### src/rtl/adder_share_arbiter.sv
// Round-robin sequencer sharing one registered adder among N requesters.
// One operation in flight: accept, issue start pulse, wait for result (or timeout), respond.
module adder_share_arbiter #(
    parameter int W       = 10,
    parameter int N       = 4,
    parameter int TIMEOUT = 4
) (
    input  logic                 clk,
    input  logic                 rst_n,
    input  logic [N-1:0]         req_valid,
    input  logic [N*W-1:0]       req_a,
    input  logic [N*W-1:0]       req_b,
    output logic [N-1:0]         req_ready,
    output logic                 add_start,
    output logic [W-1:0]         add_a,
    output logic [W-1:0]         add_b,
    input  logic [W-1:0]         add_y,
    input  logic                 add_valid,
    output logic                 rsp_valid,
    input  logic                 rsp_ready,
    output logic [$clog2(N)-1:0] rsp_id,
    output logic [W-1:0]         rsp_sum,
    output logic                 rsp_err
);

    localparam int IW = $clog2(N);
    localparam int PW = IW + 1;
    localparam int CW = $clog2(TIMEOUT + 1);

    localparam logic [1:0] S_IDLE  = 2'd0;
    localparam logic [1:0] S_ISSUE = 2'd1;
    localparam logic [1:0] S_WAIT  = 2'd2;
    localparam logic [1:0] S_RESP  = 2'd3;

    logic [1:0]    state_q, state_d;
    logic [IW-1:0] ptr_q, ptr_d;
    logic [CW-1:0] cnt_q, cnt_d;
    logic          add_start_q, add_start_d;
    logic [W-1:0]  add_a_q, add_a_d;
    logic [W-1:0]  add_b_q, add_b_d;
    logic          rsp_valid_q, rsp_valid_d;
    logic [IW-1:0] rsp_id_q, rsp_id_d;
    logic [W-1:0]  rsp_sum_q, rsp_sum_d;
    logic          rsp_err_q, rsp_err_d;

    logic [N-1:0]  grant_s;
    logic          found_s;
    logic [IW-1:0] win_s;
    logic [PW-1:0] idx_s;
    logic [PW-1:0] nxt_s;
    logic [W-1:0]  a_arr_s [N];
    logic [W-1:0]  b_arr_s [N];

    for (genvar i = 0; i < N; i++) begin : g_unpack
        assign a_arr_s[i] = req_a[i*W +: W];
        assign b_arr_s[i] = req_b[i*W +: W];
    end

    // Round-robin search starting at ptr; idx wraps without a modulo operator.
    always_comb begin
        grant_s = '0;
        found_s = 1'b0;
        win_s   = '0;
        idx_s   = '0;
        for (int k = 0; k < N; k++) begin
            idx_s = {1'b0, ptr_q} + PW'(k);
            if (idx_s >= PW'(N)) begin
                idx_s = idx_s - PW'(N);
            end else begin
                idx_s = idx_s;
            end
            if (!found_s && req_valid[idx_s[IW-1:0]]) begin
                found_s = 1'b1;
                win_s   = idx_s[IW-1:0];
            end else begin
                found_s = found_s;
            end
        end
        if (found_s) begin
            grant_s[win_s] = 1'b1;
        end else begin
            grant_s = '0;
        end
        nxt_s = {1'b0, win_s} + PW'(1);
    end

    // Grant is only offered in IDLE and is suppressed while reset is held.
    assign req_ready = (state_q == S_IDLE && rst_n) ? grant_s : '0;

    // Sequencer next-state and datapath.
    always_comb begin
        state_d     = state_q;
        ptr_d       = ptr_q;
        cnt_d       = cnt_q;
        add_start_d = add_start_q;
        add_a_d     = add_a_q;
        add_b_d     = add_b_q;
        rsp_valid_d = rsp_valid_q;
        rsp_id_d    = rsp_id_q;
        rsp_sum_d   = rsp_sum_q;
        rsp_err_d   = rsp_err_q;
        case (state_q)
            S_IDLE: begin
                if (found_s) begin
                    add_a_d     = a_arr_s[win_s];
                    add_b_d     = b_arr_s[win_s];
                    add_start_d = 1'b1;
                    rsp_id_d    = win_s;
                    ptr_d       = (nxt_s == PW'(N)) ? '0 : nxt_s[IW-1:0];
                    state_d     = S_ISSUE;
                end else begin
                    state_d = S_IDLE;
                end
            end
            S_ISSUE: begin
                add_start_d = 1'b0;
                cnt_d       = '0;
                state_d     = S_WAIT;
            end
            S_WAIT: begin
                if (add_valid) begin
                    rsp_sum_d   = add_y;
                    rsp_err_d   = 1'b0;
                    rsp_valid_d = 1'b1;
                    state_d     = S_RESP;
                end else if (cnt_q == CW'(TIMEOUT - 1)) begin
                    cnt_d       = CW'(TIMEOUT);
                    rsp_sum_d   = '0;
                    rsp_err_d   = 1'b1;
                    rsp_valid_d = 1'b1;
                    state_d     = S_RESP;
                end else begin
                    cnt_d = cnt_q + CW'(1);
                end
            end
            S_RESP: begin
                if (rsp_ready) begin
                    rsp_valid_d = 1'b0;
                    state_d     = S_IDLE;
                end else begin
                    state_d = S_RESP;
                end
            end
            default: begin
                state_d = S_IDLE;
            end
        endcase
    end

    // State and output registers with asynchronous reset.
    always_ff @(posedge clk or negedge rst_n) begin
        if (!rst_n) begin
            state_q     <= S_IDLE;
            ptr_q       <= '0;
            cnt_q       <= '0;
            add_start_q <= 1'b0;
            add_a_q     <= '0;
            add_b_q     <= '0;
            rsp_valid_q <= 1'b0;
            rsp_id_q    <= '0;
            rsp_sum_q   <= '0;
            rsp_err_q   <= 1'b0;
        end else begin
            state_q     <= state_d;
            ptr_q       <= ptr_d;
            cnt_q       <= cnt_d;
            add_start_q <= add_start_d;
            add_a_q     <= add_a_d;
            add_b_q     <= add_b_d;
            rsp_valid_q <= rsp_valid_d;
            rsp_id_q    <= rsp_id_d;
            rsp_sum_q   <= rsp_sum_d;
            rsp_err_q   <= rsp_err_d;
        end
    end

    assign add_start = add_start_q;
    assign add_a     = add_a_q;
    assign add_b     = add_b_q;
    assign rsp_valid = rsp_valid_q;
    assign rsp_id    = rsp_id_q;
    assign rsp_sum   = rsp_sum_q;
    assign rsp_err   = rsp_err_q;

endmodule
### config.mk
export PLATFORM = sky130hd
export DESIGN_NAME = adder_share_arbiter
export DESIGN_NICKNAME = d
export VERILOG_FILES = /design/src/rtl/adder_share_arbiter.sv
export SDC_FILE = /design/constraint.sdc
export NUM_CORES = 1
export LEC_CHECK = 0
export BUFFER_PORTS_ARGS = -buffer_cell sky130_fd_sc_hd__buf_4
export CAP_MARGIN = 20
export CORE_MARGIN = 2
export CORE_UTILIZATION = 47
export CTS_CLUSTER_SIZE = 10
export DETAILED_ROUTE_END_ITERATION = 10
export PLACE_DENSITY = 0.84
export SETUP_SLACK_MARGIN = 0.3
export SLEW_MARGIN = 20
export SYNTH_ARGS = -nofsm -noshare
export SYNTH_HDL_FRONTEND = slang
export SYNTH_SLANG_ARGS = --single-unit
### constraint.sdc
create_clock -name clk -period 3.9 [get_ports clk]
set_input_delay 0.195 -clock clk [delete_from_list [all_inputs] [get_ports clk]]
set_output_delay 0.195 -clock clk [all_outputs]
set_load 0.02 [all_outputs]
==> results.sh <==
export IMPL_hold_path_class="primary input to register"
export IMPL_avgSynthCellArea_um2=10.74
export IMPL_num_vias=2292
export IMPL_cts_sinks=42
export IMPL_viasPerCell=5.510
export IMPL_fp_dieW_um=74.75
export IMPL_drive_gt1_frac=0.4957
export IMPL_fin_util=0.7328
export IMPL_grt_pass1_wl_mm=10.28
export IMPL_grt_max_degree=47
export IMPL_io_pins=137
export IMPL_period_minus_slack_ps=2352
export IMPL_r2r_slack_ps=1810
export IMPL_cp_cell_sequence="a21oi_1, o211a_1, and3_1, buf_4"
export IMPL_die_h_um=74.75
export IMPL_slew_viol_final=0
export IMPL_cts_tree="done"
export IMPL_synth_top_cell_by_area="dfrtp_1"
export IMPL_core_area_mm2=0.004786
export IMPL_antenna_left=0
export IMPL_start_util=0.4915
export IMPL_ys_types=32
export IMPL_setup_tns_ps=0
export IMPL_cp_max_fo=21
export IMPL_startpoint_type="register"
export IMPL_synth_top_flop_cell="dfrtp_1"
export IMPL_hold_ws_ps=84.34
export IMPL_worst_r2r_endpoint="add_b[9]"
export IMPL_maxSlewHeadroom=0.2693
export IMPL_synth_area_mm2=0.002352
export IMPL_nNetsFinal=450
export IMPL_async_reset_ff_frac=1.000
export IMPL_drt_total_wl_mm=6.779
export IMPL_gr_total_overflow=0
export IMPL_htree_levels=2
export IMPL_antenna_cells=0
export IMPL_drcViolationCount=0
export IMPL_grt_usage=0.2386
export IMPL_drtIter0Drc=87
export IMPL_ys_seq_area_frac=0.4468
export IMPL_ir_drop_mv=0.4260
export IMPL_critPathArrivalTime_ps=2160
export IMPL_syn_nets=321
export IMPL_area_delta_synth_final_pct=49.10
export IMPL_fin_skew_ps=5.034
export IMPL_die_area_mm2=0.005587
export IMPL_hold_viol_final=0
export IMPL_cts_buffers=5
export IMPL_cts_root_buf="clkbuf_8"
export IMPL_critPathRequiredTime_ps=3700
export IMPL_tightest_slew_ps=1096
export IMPL_maxCapViolCount=0
export IMPL_dp_hpwl_mm=4.980
export IMPL_critical_path_slowest_cell="o211a_1"
export IMPL_gp_congestion=0.7964
export IMPL_fill_cells=367
export IMPL_cp_end_kind="output pin"
export IMPL_clockBufferDepth=2
export IMPL_postCtsResizedCells=0
export IMPL_setup_viol=0
export IMPL_final_common_cell="buf_4"
export IMPL_whs_endpoint="state_q[0]"
export IMPL_power_density_mw_per_mm2=725.8
export IMPL_grt_pass1_vias=2187
export IMPL_reg2regPathDepth=3
export IMPL_rsz0062_at_grt="false"
export IMPL_max_freq_ghz=0.4252
export IMPL_crit_type="register to output pin"
export IMPL_synth_edf_count=0
export IMPL_hold_depth=2
export IMPL_total_power_mw=2.545
export IMPL_status="completed"
export IMPL_ys_warnings_count=0
export IMPL_r2r_start="state_q[0]"
export IMPL_yosysTopAreaCellShare=0.4468
export IMPL_wl_per_cell_um=16.30
export IMPL_first_pass_iters=4
export IMPL_syn_inst=219
export IMPL_clk_pin_slew_ps=80
export IMPL_power_leakage_nw=1.746
export IMPL_period_share=0.6031
export IMPL_min_from="rsp_ready"
export IMPL_max_stage_delay_ps=860
export IMPL_ys_top_cells_by_area="dfrtp_1 45%, a221oi_2 11%, mux2i_1 8.9%, o22ai_1 5.6%, nor2_1 4.1%"
export IMPL_ys_ff_latch=42
export IMPL_antenna_found_initial=0
export IMPL_clock_latency_ps=290
export IMPL_port_buffers=136
export IMPL_mostFrequentLayoutCells="139 x buf_4, 42 x dfrtp_1, 26 x nor2_1"
export IMPL_rows=25
==> cells by family (layout without fill, tap and decap cells) <==
group,after synthesis,count (layout),synth area share
and+or+nand+nor,57,57,0.1160
DFF,42,42,0.4468
AOI/OAI and AO/OA,72,72,0.2723
adders and majority gates,4,4,0.02128
muxes,21,21,0.08936
buffers and inverters,23,153,0.05425
==> area by class of cell <==
cell class | count | area [µm²] | area share
timing repair buffer | 140 | 1054 | 0.3004
clock inverter | 2 | 37.54 | 0.01070
clock buffer | 6 | 72.57 | 0.02069
sequential | 42 | 1051 | 0.2997
inverter | 5 | 18.77 | 0.005351
multi-input combinational | 154 | 1190 | 0.3393
tap | 67 | 83.83 | 0.02390
==> per-layer routing <==
| metal | track usage | part of all wire |
|---|---|---|
| met1 | 0.2973 | 0.41 |
| met3 | 0.04685 | 0.067 |
| met2 | 0.4267 | 0.51 |
| met4 | 0.05952 | 0.012 |
| met5 | 0 | 0 |
==> synthesized netlist by cell type (4+ instances only) <==
library cell / n
nand2_1: 13
a221oi_2: 17
clkbuf_1: 5
a21oi_1: 7
buf_6: 4
dfrtp_1: 42
a22o_1: 10
buf_2: 7
ha_1: 4
and3_1: 4
o21ai_0: 7
inv_1: 5
nor2_1: 26
mux2i_1: 21
o22ai_1: 21
==> stage by stage <==
stage	area (µm²)	std cells	setup slack, ps
6_report	3507	416	1548
5_1_grt	3507	416	1413
4_1_cts	3502	416	1524
3_5_place_dp	3382	407	1833
3_3_place_gp	3382	407	1884
2_1_floorplan	2352	219	2227
==> where the power goes <==
group,internal (mW),total (mW),switching (mW)
logic,0.622,1.40,0.780
registers,0.650,0.804,0.154
clock network,0.191,0.339,0.148
total,1.46,2.55,1.08
==> worst max path at each step <==
stage,start,depth (start not counted),slack [ps],endpoint
floorplan,ptr_q[0],7,2230,req_ready[3]
finish,ptr_q[1],4,1550,req_ready[1]
global placement,state_q[0],3,1880,add_b[0]
global route,ptr_q[0],8,1410,req_ready[3]
CTS,ptr_q[0],8,1520,req_ready[3]
detailed placement,state_q[0],3,1830,add_b[9]
==> state kept, by name, summed over array words and instances (netlist names), 2 cells and up <==
| signal | flops |
|---|---|
| add_a | 10 |
| add_b | 10 |
| rsp_sum | 10 |
| cnt_q | 3 |
| ptr_q | 2 |
| rsp_id | 2 |
| state_q | 2 |
==> worst max-delay path, delay by kind of cell, from the launching register on <==
kind                   cells  cell delay, ps
buffers and inverters      1             140
AOI/OAI and AO/OA          2            1010
and+or+nand+nor            1             260
DFF                        1             450
==> repair_timing <==
action                                  4_1_cts  5_1_grt
endpoints found under the setup margin        0        0
hold buffers                                  1        0
setup buffers                                 0        0
endpoints found under the hold margin        42        0
(Power assumes the default switching activity.)
